[config.mk]
export PLATFORM = sky130hd
export DESIGN_NAME = line_follow_ctrl
export DESIGN_NICKNAME = d
export VERILOG_FILES = /design/src/rtl/line_follow_pkg.sv /design/src/rtl/line_follow_ctrl_pwm_gen.sv /design/src/rtl/line_follow_ctrl.sv
export SDC_FILE = /design/constraint.sdc
export NUM_CORES = 1
export LEC_CHECK = 0
export ABC_AREA = 1
export BUFFER_PORTS_ARGS = -buffer_cell sky130_fd_sc_hd__buf_2
export CELL_PAD_IN_SITES_DETAIL_PLACEMENT = 0
export CELL_PAD_IN_SITES_GLOBAL_PLACEMENT = 2
export CORE_MARGIN = 10
export CORE_UTILIZATION = 40
export CTS_CLUSTER_SIZE = 25
export DETAILED_ROUTE_END_ITERATION = 8
export PLACE_DENSITY = 0.89
export SETUP_SLACK_MARGIN = 0.5
export SLEW_MARGIN = 10
export SYNTH_ARGS = -nofsm -noshare
export SYNTH_HDL_FRONTEND = slang
export SYNTH_SLANG_ARGS = --single-unit
[constraint.sdc]
create_clock -name clk -period 4.85 [get_ports clk]
set_input_delay 0.485 -clock clk [delete_from_list [all_inputs] [get_ports clk]]
set_output_delay 0.485 -clock clk [all_outputs]
set_load 0.01 [all_outputs]
[src/rtl/line_follow_pkg.sv]
// Shared definitions for the line-follower steering controller:
// H-bridge direction codes, FSM state encoding and the 1 ms tick helper.
package line_follow_pkg;

    // H-bridge direction codes
    localparam logic [3:0] FWD   = 4'b1001;
    localparam logic [3:0] LEFT  = 4'b1010;
    localparam logic [3:0] RIGHT = 4'b0101;
    localparam logic [3:0] STOP  = 4'b0000;

    // Controller FSM states
    typedef enum logic [2:0] {
        IDLE   = 3'd0,
        TRACK  = 3'd1,
        SRCH_L = 3'd2,
        SRCH_R = 3'd3,
        LOST   = 3'd4
    } state_t;

    // Clock cycles per millisecond, never less than one
    function automatic int unsigned MS_TICK(input int unsigned clk_hz);
        return (clk_hz >= 1000) ? (clk_hz / 1000) : 1;
    endfunction

endpackage

[src/rtl/line_follow_ctrl_pwm_gen.sv]
// PWM generator: period of 2^PWM_BITS-1 cycles, output high while cnt < duty.
// Duty is captured only at the start of a period so a mid-period change
// never produces a runt pulse; duty=0 gives constant low, all-ones constant high.
module pwm_gen #(
    parameter int PWM_BITS = 8
) (
    input  logic                clk,
    input  logic                rst_n,
    input  logic [PWM_BITS-1:0] duty,
    output logic                pwm_out
);

    localparam logic [PWM_BITS-1:0] CNT_MAX = PWM_BITS'((2 ** PWM_BITS) - 2);

    logic [PWM_BITS-1:0] cnt;
    logic [PWM_BITS-1:0] duty_q;
    logic [PWM_BITS-1:0] eff_duty;

    // At cnt==0 the freshly sampled duty applies to the very first slot
    always_comb begin
        eff_duty = (cnt == '0) ? duty : duty_q;
    end

    // Free-running period counter, duty capture and registered output
    always_ff @(posedge clk or negedge rst_n) begin
        if (!rst_n) begin
            cnt     <= '0;
            duty_q  <= '0;
            pwm_out <= 1'b0;
        end else begin
            cnt     <= (cnt == CNT_MAX) ? '0 : cnt + 1'b1;
            if (cnt == '0) begin
                duty_q <= duty;
            end
            pwm_out <= (cnt < eff_duty);
        end
    end

endmodule

[src/rtl/line_follow_ctrl.sv]
// Line-follower steering controller: synchronised active-low IPS sensors
// drive an H-bridge direction code, with a timed lost-path search
// (first sweep, second sweep, then stop) and PWM motor enables.
// Optional feature macro: SEARCH_LAST_SIDE_EN (first sweep toward the
// side the line was last seen on).
module line_follow_ctrl
    import line_follow_pkg::*;
#(
    parameter int N_SENS    = 3,
    parameter int CLK_HZ    = 100_000_000,
    parameter int SRCH_L_MS = 2000,
    parameter int SRCH_R_MS = 4000,
    parameter int PWM_BITS  = 8
) (
    input  logic                clk,
    input  logic                rst_n,
    input  logic [N_SENS-1:0]   IPS,
    input  logic                sw_ON,
    input  logic [PWM_BITS-1:0] speed,
    output logic [3:0]          IN,
    output logic [1:0]          EN,
    output logic                lost,
    output logic                searching
);

    localparam int CENTRE = N_SENS / 2;
    localparam int TICK   = int'(MS_TICK(CLK_HZ));
    localparam int PRE_W  = $clog2(TICK + 1);
    localparam int MS_MAX = (SRCH_L_MS > SRCH_R_MS) ? SRCH_L_MS : SRCH_R_MS;
    localparam int MS_W   = $clog2(MS_MAX + 1);

    logic [N_SENS-1:0] ips_s1, ips_s2;
    logic              sw_s1, sw_s2;
    logic [N_SENS-1:0] lit;
    logic              c_lit, l_lit, r_lit, any_lit;

    state_t            state, next_state;

    logic [PRE_W-1:0]  pre_cnt;
    logic [MS_W-1:0]   ms_cnt;
    logic              tick, timer_clr, l_done, r_done;

    logic [3:0]        in_d;
    logic              en_d, lost_d, srch_d;
    logic              en_q;
    logic              pwm;

`ifdef SEARCH_LAST_SIDE_EN
    logic              last_left, last_left_d;
    logic              sweep_2nd, sweep_2nd_d;
`endif

    // Two-flop synchronisers; sensors clear to "not detected" (high)
    always_ff @(posedge clk or negedge rst_n) begin
        if (!rst_n) begin
            ips_s1 <= '1;
            ips_s2 <= '1;
            sw_s1  <= 1'b0;
            sw_s2  <= 1'b0;
        end else begin
            ips_s1 <= IPS;
            ips_s2 <= ips_s1;
            sw_s1  <= sw_ON;
            sw_s2  <= sw_s1;
        end
    end

    // Sensor decode: higher indices are left of centre
    always_comb begin
        lit     = ~ips_s2;
        c_lit   = lit[CENTRE];
        l_lit   = |lit[N_SENS-1:CENTRE+1];
        r_lit   = |lit[CENTRE-1:0];
        any_lit = |lit;
    end

    // Sweep completion: the ms that brings the timer to the sweep length
    always_comb begin
        tick      = (pre_cnt == PRE_W'(TICK - 1));
        l_done    = tick && (ms_cnt == MS_W'(SRCH_L_MS - 1));
        r_done    = tick && (ms_cnt == MS_W'(SRCH_R_MS - 1));
        timer_clr = (next_state != state) || !((state == SRCH_L) || (state == SRCH_R));
    end

    // Next-state logic; reacquiring the line always beats a timer expiry
    always_comb begin
        next_state = state;
`ifdef SEARCH_LAST_SIDE_EN
        last_left_d = last_left;
        sweep_2nd_d = sweep_2nd;
`endif
        if (!sw_s2) begin
            next_state = IDLE;
        end else begin
            case (state)
                IDLE:   next_state = TRACK;
                TRACK: begin
                    if (!any_lit) begin
`ifdef SEARCH_LAST_SIDE_EN
                        next_state = last_left ? SRCH_L : SRCH_R;
`else
                        next_state = SRCH_L;
`endif
                    end
                end
                SRCH_L: begin
                    if (any_lit) begin
                        next_state = TRACK;
`ifdef SEARCH_LAST_SIDE_EN
                    end else if (sweep_2nd ? r_done : l_done) begin
                        next_state = sweep_2nd ? LOST : SRCH_R;
`else
                    end else if (l_done) begin
                        next_state = SRCH_R;
`endif
                    end
                end
                SRCH_R: begin
                    if (any_lit) begin
                        next_state = TRACK;
`ifdef SEARCH_LAST_SIDE_EN
                    end else if (sweep_2nd ? r_done : l_done) begin
                        next_state = sweep_2nd ? LOST : SRCH_L;
`else
                    end else if (r_done) begin
                        next_state = LOST;
`endif
                    end
                end
                LOST: begin
                    if (any_lit) begin
                        next_state = TRACK;
                    end
                end
                default: next_state = IDLE;
            endcase
        end
`ifdef SEARCH_LAST_SIDE_EN
        // Centre-only sightings leave the recorded side unchanged
        if ((state == TRACK) && !c_lit) begin
            if (l_lit) begin
                last_left_d = 1'b1;
            end else if (r_lit) begin
                last_left_d = 1'b0;
            end
        end
        // First sweep uses SRCH_L_MS, the one after a sweep-to-sweep hop SRCH_R_MS
        if ((next_state != SRCH_L) && (next_state != SRCH_R)) begin
            sweep_2nd_d = 1'b0;
        end else if ((next_state != state) && ((state == SRCH_L) || (state == SRCH_R))) begin
            sweep_2nd_d = 1'b1;
        end
`endif
    end

    // Output decode from the upcoming state so outputs register with it
    always_comb begin
        in_d   = STOP;
        en_d   = 1'b0;
        lost_d = 1'b0;
        srch_d = 1'b0;
        case (next_state)
            TRACK: begin
                en_d = 1'b1;
                if (c_lit) begin
                    in_d = FWD;
                end else if (l_lit) begin
                    in_d = LEFT;
                end else if (r_lit) begin
                    in_d = RIGHT;
                end
            end
            SRCH_L: begin
                in_d   = LEFT;
                en_d   = 1'b1;
                srch_d = 1'b1;
            end
            SRCH_R: begin
                in_d   = RIGHT;
                en_d   = 1'b1;
                srch_d = 1'b1;
            end
            LOST:    lost_d = 1'b1;
            default: ;
        endcase
    end

    // State and registered outputs
    always_ff @(posedge clk or negedge rst_n) begin
        if (!rst_n) begin
            state     <= IDLE;
            IN        <= STOP;
            en_q      <= 1'b0;
            lost      <= 1'b0;
            searching <= 1'b0;
        end else begin
            state     <= next_state;
            IN        <= in_d;
            en_q      <= en_d;
            lost      <= lost_d;
            searching <= srch_d;
        end
    end

`ifdef SEARCH_LAST_SIDE_EN
    // Last-seen side and sweep-order tracking; reset assumes left
    always_ff @(posedge clk or negedge rst_n) begin
        if (!rst_n) begin
            last_left <= 1'b1;
            sweep_2nd <= 1'b0;
        end else begin
            last_left <= last_left_d;
            sweep_2nd <= sweep_2nd_d;
        end
    end
`endif

    // ms prescaler and saturating ms counter, cleared outside a running sweep
    always_ff @(posedge clk or negedge rst_n) begin
        if (!rst_n) begin
            pre_cnt <= '0;
            ms_cnt  <= '0;
        end else if (timer_clr) begin
            pre_cnt <= '0;
            ms_cnt  <= '0;
        end else begin
            pre_cnt <= tick ? '0 : pre_cnt + 1'b1;
            if (tick && (ms_cnt != MS_W'(MS_MAX))) begin
                ms_cnt <= ms_cnt + 1'b1;
            end
        end
    end

    pwm_gen #(
        .PWM_BITS (PWM_BITS)
    ) u_pwm (
        .clk     (clk),
        .rst_n   (rst_n),
        .duty    (speed),
        .pwm_out (pwm)
    );

    assign EN = en_q ? {2{pwm}} : 2'b00;

endmodule

==> results.json <==
{
  "irDropWorstVdd_mv": 0.1623,
  "crit_arrival_ns": 2.52,
  "syn_area_um2": 3368,
  "dpl_worst_slack_ns": 2.592,
  "dieWidth_um": 111.8,
  "rows": 33,
  "yosysSeqAreaShare": 0.4777,
  "clk_latency_ns": 0.34,
  "synth_common_cells": "nand2_1 (78), dfrtp_1 (58), nor2_1 (58)",
  "syn_area_per_cell_um2": 8.571,
  "cts_root_buf": "clkbuf_8",
  "hp-class": "in -> reg",
  "io-pin-count": 22,
  "relSlewSlack": 0.3958,
  "numCtsBuffers": 9,
  "wire_per_inst_um": 12.28,
  "yosys.area.top_type_share": 0.4309,
  "final-setup-viol-count": 0,
  "htree_levels": 3,
  "die_area_um2": 12490,
  "cp_slowest_cell": "dfrtp_1",
  "outcome": "finished, final reports clean",
  "n_antenna_cell": 0,
  "holdWs_ns": 0.2349,
  "ys_ff_latch": 64,
  "power.density_nw_per_um2": 280.8,
  "postCtsSetupRepairBufs": 0,
  "remaining_drc_errors": 0,
  "crit_required_ns": 5.12,
  "syn-num-nets": 420,
  "vias": 2466,
  "wl_um": 6547,
  "grt_max_degree": 65,
  "grt_first_pass_wirelength_um": 11670,
  "hold_buffers": 0,
  "synth_warnings": 0,
  "numPortBuffers": 21,
  "core_area_um2": 8217,
  "worst_slew_pin_slew_ns": 0.8995,
  "worst-path-max-fanout": 9,
  "antenna_found_initial": 0,
  "final_nets": 450,
  "yosys-top-cells-area": "dfrtp_1 (43%), nand2_1 (8.7%), nor2_1 (6.5%), inv_1 (6.1%), ha_1 (4.8%)",
  "floorplan.initialDensity": 0.4099,
  "grtUsageTotal": 0.1114,
  "drtPass1Iterations": 4,
  "cpMostUsedCell": "nand2_1",
  "via_per_inst": 4.627,
  "dieHeight_um": 111.8,
  "gp_congestion": 0.8025,
  "placed_cells": 517,
  "synth.most_common_cell": "nand2_1",
  "worstSetupEndpointType": "flip-flop",
  "hold_viol": 0,
  "layout-drive-gt1-share": 0.1869,
  "drv_slew": 0,
  "synth_cell_types": 32,
  "synth-async-reset-ratio": 1.000,
  "synthFlopType": "dfrtp_1",
  "antenna_left": 0,
  "rsz0062_at_grt": "no",
  "dp_hpwl_um": 4753,
  "max-cap-violations": 0,
  "clockBufferDepth": 2,
  "setup_tns_ns": 0,
  "fin_ws_ns": 2.593,
  "clkTransAtPathRegs_ns": 0.08,
  "drt_iter0_drc": 82,
  "yosysTopAreaCell": "dfrtp_1",
  "finalNonFillerCells": 533,
  "grt.overflow.total": 0,
  "critPathMaxStageDelay_ns": 0.43,
  "cts_tree": "done",
  "clock_sinks": 64,
  "synthCells": 393,
  "grt_pass1_vias": 2548,
  "post-route-period-util": 0.4654,
  "crit_type": "reg -> reg",
  "finalCriticalPeriod_ns": 2.257,
  "path_cells": "inv_1, ha_1, nand2_1, nor3_1, nand2_1, inv_1, nand2_1, nand2_1, inv_1, ha_1, a21oi_1, o21ai_0, a21oi_1",
  "synth_edf_count": 0,
  "cts_resized": 0,
  "start_kind": "flip-flop",
  "fill_cells": 815,
  "final_util": 0.4603,
  "p_leak_uw": 0.001709,
  "max_freq_mhz": 443.1,
  "skew_ns": 0.007972,
  "cp.buffers_inverters": 3,
  "syn2layout_area_growth_pct": 12.30,
  "crit_family": "simple AND/OR/NAND/NOR gates"
}
==> registers in the layout (all words and copies together) (netlist names), 3 cells and up <==
signal / count
IN: 4
ips_s1: 3
u_pwm.duty_q: 8
ms_cnt: 12
u_pwm.cnt: 8
ips_s2: 3
state: 3
pre_cnt: 17
==> worst register-to-register path: cells and delay by family, from the launching register on <==
| family | cells | cell delay, ns |
|---|---|---|
| AOI/OAI and AO/OA | 3 | 0.36 |
| adders and majority gates | 2 | 0.44 |
| buffers and inverters | 3 | 0.42 |
| and+or+nand+nor | 5 | 0.55 |
| DFF | 1 | 0.43 |
==> layer usage <==
layer | up-vias | routed length, µm | track usage
met1 | 1146 | 3088 | 0.1330
met3 | 5 | 223 | 0.03543
met2 | 22 | 3162 | 0.1830
met5 | - | 0 | 0
met4 | 0 | 72 | 0.04113
li1 | 1293 | - | -
==> final cells by class <==
class,count,area (µm²),area share
timing repair buffer,22,112.6,0.02977
clock buffer,9,123.9,0.03275
sequential,64,1609,0.4254
inverter,59,221.5,0.05855
multi-input combinational,267,1505,0.3979
clock inverter,7,78.83,0.02084
tap,105,131.4,0.03473
==> power by group <==
group          switching, µW  leakage [µW]  internal, µW
logic                   30.8      0.000793          15.5
registers               4.51      0.000823           546
clock network            224     0.0000925           241
==> cell families after synthesis <==
family / count (synthesis) / synth area share
xor+xnor: 18 / 0.04680
flops: 64 / 0.4777
mux: 1 / 0.003343
buf+inv: 62 / 0.07541
compound gates: 24 / 0.03752
fa+ha+maj: 13 / 0.04829
simple gates: 211 / 0.3109
==> path summary, 6_finish.rpt <==
kind	start	endpoint	slack (ns)	cells past startpoint
min in group asynchronous	rst_n	pre_cnt[16]$_DFF_PN0_	0.31	2
max	u_pwm.cnt[1]$_DFF_PN0_	u_pwm.pwm_out$_DFF_PN0_	2.59	13
min reg2reg	ips_s1[1]$_DFF_PN1_	ips_s2[1]$_DFF_PN1_	0.36	0
max reg2reg	u_pwm.cnt[1]$_DFF_PN0_	u_pwm.pwm_out$_DFF_PN0_	2.59	13
min	IPS[2]	ips_s1[2]$_DFF_PN1_	0.23	1
max in group asynchronous	rst_n	pre_cnt[0]$_DFF_PN0_	3.98	2
==> per-stage QoR <==
step / instance area [µm²] / power, µW
floorplan: 3368 / 584.2
global placement: 3580 / 608.1
detailed placement: 3580 / 608.7
CTS: 3782 / 1084
global route: 3782 / 1119
finish: 3782 / 1062
==> layout by cell type (no fill, tap or decap), types with 6 or more instances in the layout <==
master	n
a21oi_1	10
buf_2	21
clkbuf_8	9
dfrtp_1	58
dfstp_2	6
ha_1	13
inv_1	55
nand2_1	78
nand2_2	7
nand3_1	21
nand4_1	11
nor2_1	58
nor2_4	12
nor3_1	10
o21ai_0	9
xor2_1	14
No activity file was read; power rests on OpenSTA's default activity.
